## src/rtl/baccarat_pkg.sv

```systemverilog
// Shared state encoding, rule thresholds and card-rank helper for the baccarat controller.
package baccarat_pkg;

  typedef enum logic [3:0] {
    DEAL_P1,
    DEAL_D1,
    DEAL_P2,
    DEAL_D2,
    EVAL_P,
    DEAL_P3,
    EVAL_D,
    DEAL_D3,
    DONE
  } bac_state_t;

  localparam logic [3:0] NATURAL_MIN      = 4'd8;
  localparam logic [3:0] PLAYER_STAND_MIN = 4'd6;
  localparam logic [3:0] BANKER_STAND     = 4'd7;

  // Tens and face cards count zero; rank 0 (no card) also counts zero.
  function automatic logic [3:0] card_value(input logic [3:0] rank);
    return (rank >= 4'd10) ? 4'd0 : rank;
  endfunction

endpackage

```

## src/rtl/baccarat_fsm_banker_rule.sv

```systemverilog
// Banker third-card rule: decides whether the banker draws, given the banker
// total and the player's third card rank. Purely combinational.
module banker_rule
  import baccarat_pkg::*;
(
  input  logic [3:0] dscore,
  input  logic [3:0] pcard3,
  output logic       draw
);

  logic [3:0] v;

  always_comb begin
    v    = card_value(pcard3);
    draw = 1'b0;
    case (dscore)
      4'd0, 4'd1, 4'd2: draw = 1'b1;
      4'd3:             draw = (v != 4'd8);
      4'd4:             draw = (v >= 4'd2) && (v <= 4'd7);
      4'd5:             draw = (v >= 4'd4) && (v <= 4'd7);
      4'd6:             draw = (v >= 4'd6) && (v <= 4'd7);
      BANKER_STAND:     draw = 1'b0;
      default:          draw = 1'b0;
    endcase
  end

endmodule

```

## src/rtl/baccarat_fsm.sv

```systemverilog
// Baccarat hand sequencer: deals four cards, applies player/banker third-card
// rules to the datapath scores, then holds in DONE with the winner light(s).
module baccarat_fsm
  import baccarat_pkg::*;
(
  input  logic       slow_clock,
  input  logic       reset,
  input  logic [3:0] pscore,
  input  logic [3:0] dscore,
  input  logic [3:0] pcard3,
  output logic       load_pcard1,
  output logic       load_pcard2,
  output logic       load_pcard3,
  output logic       load_dcard1,
  output logic       load_dcard2,
  output logic       load_dcard3,
  output logic       player_win_light,
  output logic       dealer_win_light,
  output logic       hand_done
);

  bac_state_t state;
  bac_state_t next_state;
  logic       banker_draw;
  logic       natural;

  banker_rule u_banker_rule (
    .dscore (dscore),
    .pcard3 (pcard3),
    .draw   (banker_draw)
  );

  // Illegal totals of 10+ must not look like a natural.
  assign natural = ((pscore >= NATURAL_MIN) && (pscore <= 4'd9)) ||
                   ((dscore >= NATURAL_MIN) && (dscore <= 4'd9));

  always_ff @(posedge slow_clock or posedge reset) begin
    if (reset) begin
      state <= DEAL_P1;
    end else begin
      state <= next_state;
    end
  end

  always_comb begin
    next_state = state;
    case (state)
      DEAL_P1: next_state = DEAL_D1;
      DEAL_D1: next_state = DEAL_P2;
      DEAL_P2: next_state = DEAL_D2;
      DEAL_D2: next_state = EVAL_P;
      EVAL_P: begin
        if (natural) begin
          next_state = DONE;
        end else if (pscore < PLAYER_STAND_MIN) begin
          next_state = DEAL_P3;
        end else if ((pscore <= BANKER_STAND) && (dscore < PLAYER_STAND_MIN)) begin
          next_state = DEAL_D3;
        end else begin
          next_state = DONE;
        end
      end
      DEAL_P3: next_state = EVAL_D;
      EVAL_D:  next_state = banker_draw ? DEAL_D3 : DONE;
      DEAL_D3: next_state = DONE;
      DONE:    next_state = DONE;
      default: next_state = DEAL_P1;
    endcase
  end

  // Outputs are held low for the whole reset pulse, even though state is DEAL_P1.
  always_comb begin
    load_pcard1      = 1'b0;
    load_pcard2      = 1'b0;
    load_pcard3      = 1'b0;
    load_dcard1      = 1'b0;
    load_dcard2      = 1'b0;
    load_dcard3      = 1'b0;
    player_win_light = 1'b0;
    dealer_win_light = 1'b0;
    hand_done        = 1'b0;
    if (!reset) begin
      case (state)
        DEAL_P1: load_pcard1 = 1'b1;
        DEAL_D1: load_dcard1 = 1'b1;
        DEAL_P2: load_pcard2 = 1'b1;
        DEAL_D2: load_dcard2 = 1'b1;
        DEAL_P3: load_pcard3 = 1'b1;
        DEAL_D3: load_dcard3 = 1'b1;
        DONE: begin
          hand_done        = 1'b1;
          player_win_light = (pscore >= dscore);
          dealer_win_light = (dscore >= pscore);
        end
        default: ;
      endcase
    end
  end

endmodule

```

## config.mk

```make
export PLATFORM = sky130hd
export DESIGN_NAME = baccarat_fsm
export DESIGN_NICKNAME = d
export VERILOG_FILES = /design/src/rtl/baccarat_pkg.sv /design/src/rtl/baccarat_fsm_banker_rule.sv /design/src/rtl/baccarat_fsm.sv
export SDC_FILE = /design/constraint.sdc
export NUM_CORES = 1
export LEC_CHECK = 0
export BUFFER_PORTS_ARGS = -buffer_cell sky130_fd_sc_hd__buf_2
export CORE_AREA = 2 2 39 41
export DETAILED_ROUTE_END_ITERATION = 7
export DIE_AREA = 0 0 41 43
export GPL_TIMING_DRIVEN = 0
export PLACE_DENSITY = 0.74
export SLEW_MARGIN = 20
export SYNTH_ARGS = -nofsm -noshare
export SYNTH_HDL_FRONTEND = slang
export SYNTH_SLANG_ARGS = --single-unit
```

## constraint.sdc

```tcl
create_clock -name slow_clock -period 1.35 [get_ports slow_clock]
set_clock_uncertainty 0.15 [all_clocks]
set_input_delay 0.0675 -clock slow_clock [delete_from_list [all_inputs] [get_ports slow_clock]]
set_output_delay 0.0675 -clock slow_clock [all_outputs]
set_load 0.01 [all_outputs]
```

# Word-level counts from Yosys, hierarchy flattened

Cells that the tools add are included.

Register bits: 4
Word-level logic and storage cells: 66
Input port bits: 14

Equality and inequality tests: 15
Reductions and logical operators: 11
Mux-type cells: 25
$lt $le $gt $ge: 14

Operators with widths:

| cell                                                                                | count |
|---|---|
| 4-bit one-hot mux with 8 select lines                                               | 1 |
| 4-bit by 3-bit equality test with 1-bit output, second input constant               | 7 |
| 4-bit 2-to-1 mux                                                                    | 5 |
| 1-bit 2-to-1 mux                                                                    | 18 |
| 4-bit by 2-bit equality test with 1-bit output, second input constant               | 4 |
| 4-bit greater-or-equal comparator, second input constant                            | 3 |
| 4-bit by 1-bit equality test with 1-bit output, second input constant               | 2 |
| 4-bit by 3-bit greater-or-equal comparator with 1-bit output, second input constant | 2 |
| 4-bit greater-or-equal comparator                                                   | 2 |
| 4-bit by 3-bit <= comparator with 1-bit output, second input constant               | 2 |
| 4-bit <= comparator, second input constant                                          | 2 |
| 4-bit logical NOT                                                                   | 2 |
| 4-bit by 3-bit < comparator with 1-bit output, second input constant                | 2 |
| 1-bit logical AND                                                                   | 6 |
| 1-bit one-hot mux with 5 select lines                                               | 1 |
| 4-bit equality test, second input constant                                          | 1 |
| 4-bit by 2-bit greater-or-equal comparator with 1-bit output, second input constant | 1 |
| 4-bit inequality test, second input constant                                        | 1 |
| 3-bit OR reduction                                                                  | 1 |
| 2-bit OR reduction                                                                  | 1 |
| 1-bit logical OR                                                                    | 1 |

# Logic depth before layout (Yosys ltp)

Word-level depth: 7
Mapped depth: 6
Depth with buffers taken out: 6

# By module

A second synthesis with hierarchy kept.

Cell total of the unflattened synthesis: 65
Area, all modules: 571.8 um^2

By module, submodules not included:

| module       | cells each | seq. area each (um^2) | instances | area an instance (um^2) |
|---|---|---|---|---|
| baccarat_fsm | 58         | 100.1                 | 1         | 506.7 |
| banker_rule  | 7          | 0.0                   | 1         | 65.1 |

# Least setup slack after synthesis

No wires, ideal clock.

Kind: register to output
Start: register state[1]
End: output player_win_light
Setup slack: -120 ps
Stages on the path, launching flop included: 5
Arrival time: 1252 ps
Cell sequence: dfrtp_1 > nor4b_1 > and2_1 > nand2b_1 > o21ai_1

Longest elaborated chain between the ends: 3

RTL lines:

| item                   | line               | source |
|---|---|---|
| start, declared        | baccarat_fsm.sv:22 | `bac_state_t state;` |
| start signal, assigned | baccarat_fsm.sv:41 | `state <= next_state;` |
| 4-bit equality test    | baccarat_fsm.sv:83 | `case (state)` |
| 1-bit 2-to-1 mux       | baccarat_fsm.sv:83 |  |
| 1-bit 2-to-1 mux       | baccarat_fsm.sv:82 | `if (!reset) begin` |
| end, declared          | baccarat_fsm.sv:17 | `output logic player_win_light,` |

Every way passes these cells.

# Worst setup path in the final report

Start: register state[2]
End: output player_win_light

The elaborated chain is that of the path after synthesis.

==> out/metrics.cfg <==
[outcome]
status=finished with violations
violations=setup timing

[placed_design]
dp_slack_ns=-0.253
gp_congestion=0.692
dp_hpwl_um=983
io_buffers=22
post_dp_cell_area_sq_um=642

[routing]
wire_per_inst_um=12.1
vias=616
drt_iter0_drc=8
drc_errors=0
drt-total-wl_um=1380
dr.pass1.iters=4
ant_nets=0
viasPerCell=5.40

[power_and_ir_drop]
cellLeakagePower_nw=0.409
p_total_mw=1.39
peakVddDrop_v=0.000578
power.density_nw_per_um2=1660

[global_route]
grt_pass1_vias=542
grt_usage_pct=17.5
grt_util_met1_pct=20.1
overflow=0
met2_usage_pct=31.3
grt_max_degree=11
grt_antenna_before_repair=0
grt.busiest_layer=met2
met3_usage_pct=1.57
grt_pass1_wl_um=2160

[setup_path]
arrival_ns=1.44
r2r-start=state[2]$_DFF_PP0_
cp_cell_sequence=nor4b_4, and2_4, nand2b_4, o21ai_2, buf_2
cp_max_fo=4
max_stage_delay_ns=0.41
crit_path_start_kind=flop
critPathRequiredTime_ns=1.13
r2r_slack_ns=-0.03
crit_path_end_kind=output port
cpMaxStageDelayCell=dfrtp_2
reg2regPathDepth=5
r2r_end=state[2]$_DFF_PP0_
crit_type=flop to output port

[synth]
ys_seq_area_share_pct=20.1
synth_cells=66
synth_seq_cells=4
syn_area_sq_um=499
avgSynthCellArea_sq_um=7.56
synthDistinctLibCells=29
yosysWarningCount=0
syn_nets=84

[flow_run]
drv_cap=0

[sta]
rsz0062_at_grt=yes
worst_pin_slew_ns=0.294
timing.final.ws_setup_ns=-0.311
final_hold_viol_count=0
fin_crit_sh_pct=123
slew_headroom_pct=80.4
drv_slew=0
tns_ns=-1.40
setup_viol=10
fmax_ghz=0.602
layout_min_cycle_time_ns=1.66
hold-worst-slack_ns=0.0893

[finish]
areaGrowthSynthToFinish_pct=67.9
fillers=126
largest_reg_flops=4
reg_top3=state: 4 flops
drive_gt1_share_pct=55.1
antenna_cells=0
final_area_sq_um=838
nNetsFinal=118
multi_input_area_sq_um=465
largest_register=state
ff_latch_area_sq_um=103

[clock_tree]
worstSkewPairLatency_ns=0.23
htree_levels=1
numCtsBuffers=3
clock_sinks=4
cts_root_buffer=clkbuf_4
clk_pin_slew_ns=0.04
cts_tree=yes
cts_buffer_depth=2

[floorplanning]
start_util_pct=36.1
dieArea_sq_um=1760
die_h_um=43
num_rows=14
coreArea_sq_um=1380
ios=23
fp.dieW_um=41

[worst_hold_path]
min_path_type=input port to flop
hold_depth=4
whs_endpoint=state[3]$_DFF_PP0_
hp-start=dscore[3]

-- final cells by class --
cell class | instances | area share (%)
Clock buffer | 3 | 2.69
Buffer | 1 | 2.99
Timing Repair Buffer | 30 | 21.5
Multi-Input combinational cell | 54 | 55.5
Inverter | 6 | 2.69
Tap cell | 16 | 2.39
Sequential cell | 4 | 12.2
-- per-layer routing --
layer | vias to the layer above | part of all wire [%] | routed length (um)
met3 | 2 | 4.3 | 59
met5 | - | 0 | 0
met4 | 0 | 0.87 | 12
li1 | 308 | - | -
met2 | 24 | 55 | 755
met1 | 282 | 40 | 555
-- layout by cell type (no fill, tap or decap), drive strengths merged, types with 2 or more instances in the layout --
cell type and instances:
nand2b 6, nor3 3, dfrtp 4, nor2 9, o311ai 2, nor2b 2, a21oi 2, a31oi 3
clkbuf 4, nand2 5, buf 29, o21ai 2, o21a 2, ha 4, inv 6
-- how the worst max path moves through the flow --
| stage | startpoint | endpoint | slack [ns] |
|---|---|---|---|
| 6_report | state[2]$_DFF_PP0_ | player_win_light | -0.31 |
| 5_1_grt | state[2]$_DFF_PP0_ | player_win_light | -0.38 |
| 4_1_cts | state[0]$_DFF_PP0_ | player_win_light | -0.30 |
| 3_5_place_dp | pscore[1] | dealer_win_light | -0.25 |
| 3_3_place_gp | pscore[1] | dealer_win_light | -0.22 |
| 2_1_floorplan | state[1]$_DFF_PP0_ | player_win_light | 0.02 |
-- logic make-up after synthesis --
kind of cell | count (synthesis) | share of synthesized area (%)
buffers and inverters | 8 | 6.02
and+or+nand+nor | 32 | 34.6
AOI/OAI and AO/OA | 18 | 29.3
DFF | 4 | 20.1
adders and majority gates | 4 | 10.0
-- where the power goes --
part | switching [mW] | internal [mW] | leakage, nW
combinational | 0.472 | 0.512 | 0.348
clock | 0.0480 | 0.0994 | 0.0138
sequential | 0.0744 | 0.184 | 0.0475
-- worst max-delay path: cells and delay by family, from the launching register on --
family	cells	cell delay, ns
AOI/OAI and AO/OA	1	0.09
and+or+nand+nor	3	0.57
buffers and inverters	1	0.13
DFF	1	0.41
-- synthesized netlist by cell type (all sizes together) --
library cell / number / area (sq um)
nor4: 1 / 6.26
nor2: 9 / 33.8
nand2b: 6 / 37.5
o2bb2ai: 1 / 8.76
nand4b: 1 / 8.76
nand3b: 1 / 7.51
a211oi: 1 / 7.51
nor3: 3 / 15.0
a41oi: 1 / 8.76
o31ai: 1 / 7.51
o21ai: 2 / 10.0
o311ai: 2 / 32.5
dfrtp: 4 / 100
and2: 1 / 6.26
a41o: 1 / 10.0
and4: 1 / 8.76
ha: 4 / 50.1
nor4b: 1 / 8.76
nand2: 5 / 18.8
inv: 6 / 22.5
a211o: 1 / 8.76
nor2b: 2 / 12.5
o21a: 2 / 15.0
o31a: 1 / 8.76
or3b: 1 / 8.76
a21oi: 2 / 10.0
clkbuf: 2 / 7.51
a31oi: 3 / 18.8
-- repair_timing --
item,CTS,global route
hold buffers,1,0
resized for setup,22,9
setup buffers,6,2
hold endpoints to repair,4,0
pin swaps,4,5
setup endpoints to repair,11,13
-- per-stage QoR --
step	util, %	instances
floorplan	-	66
global placement	46.4	104
global route	60.6	114
CTS	58.8	114
finish	60.6	114
detailed placement	46.4	104
Power figures use the tool's default switching activity.
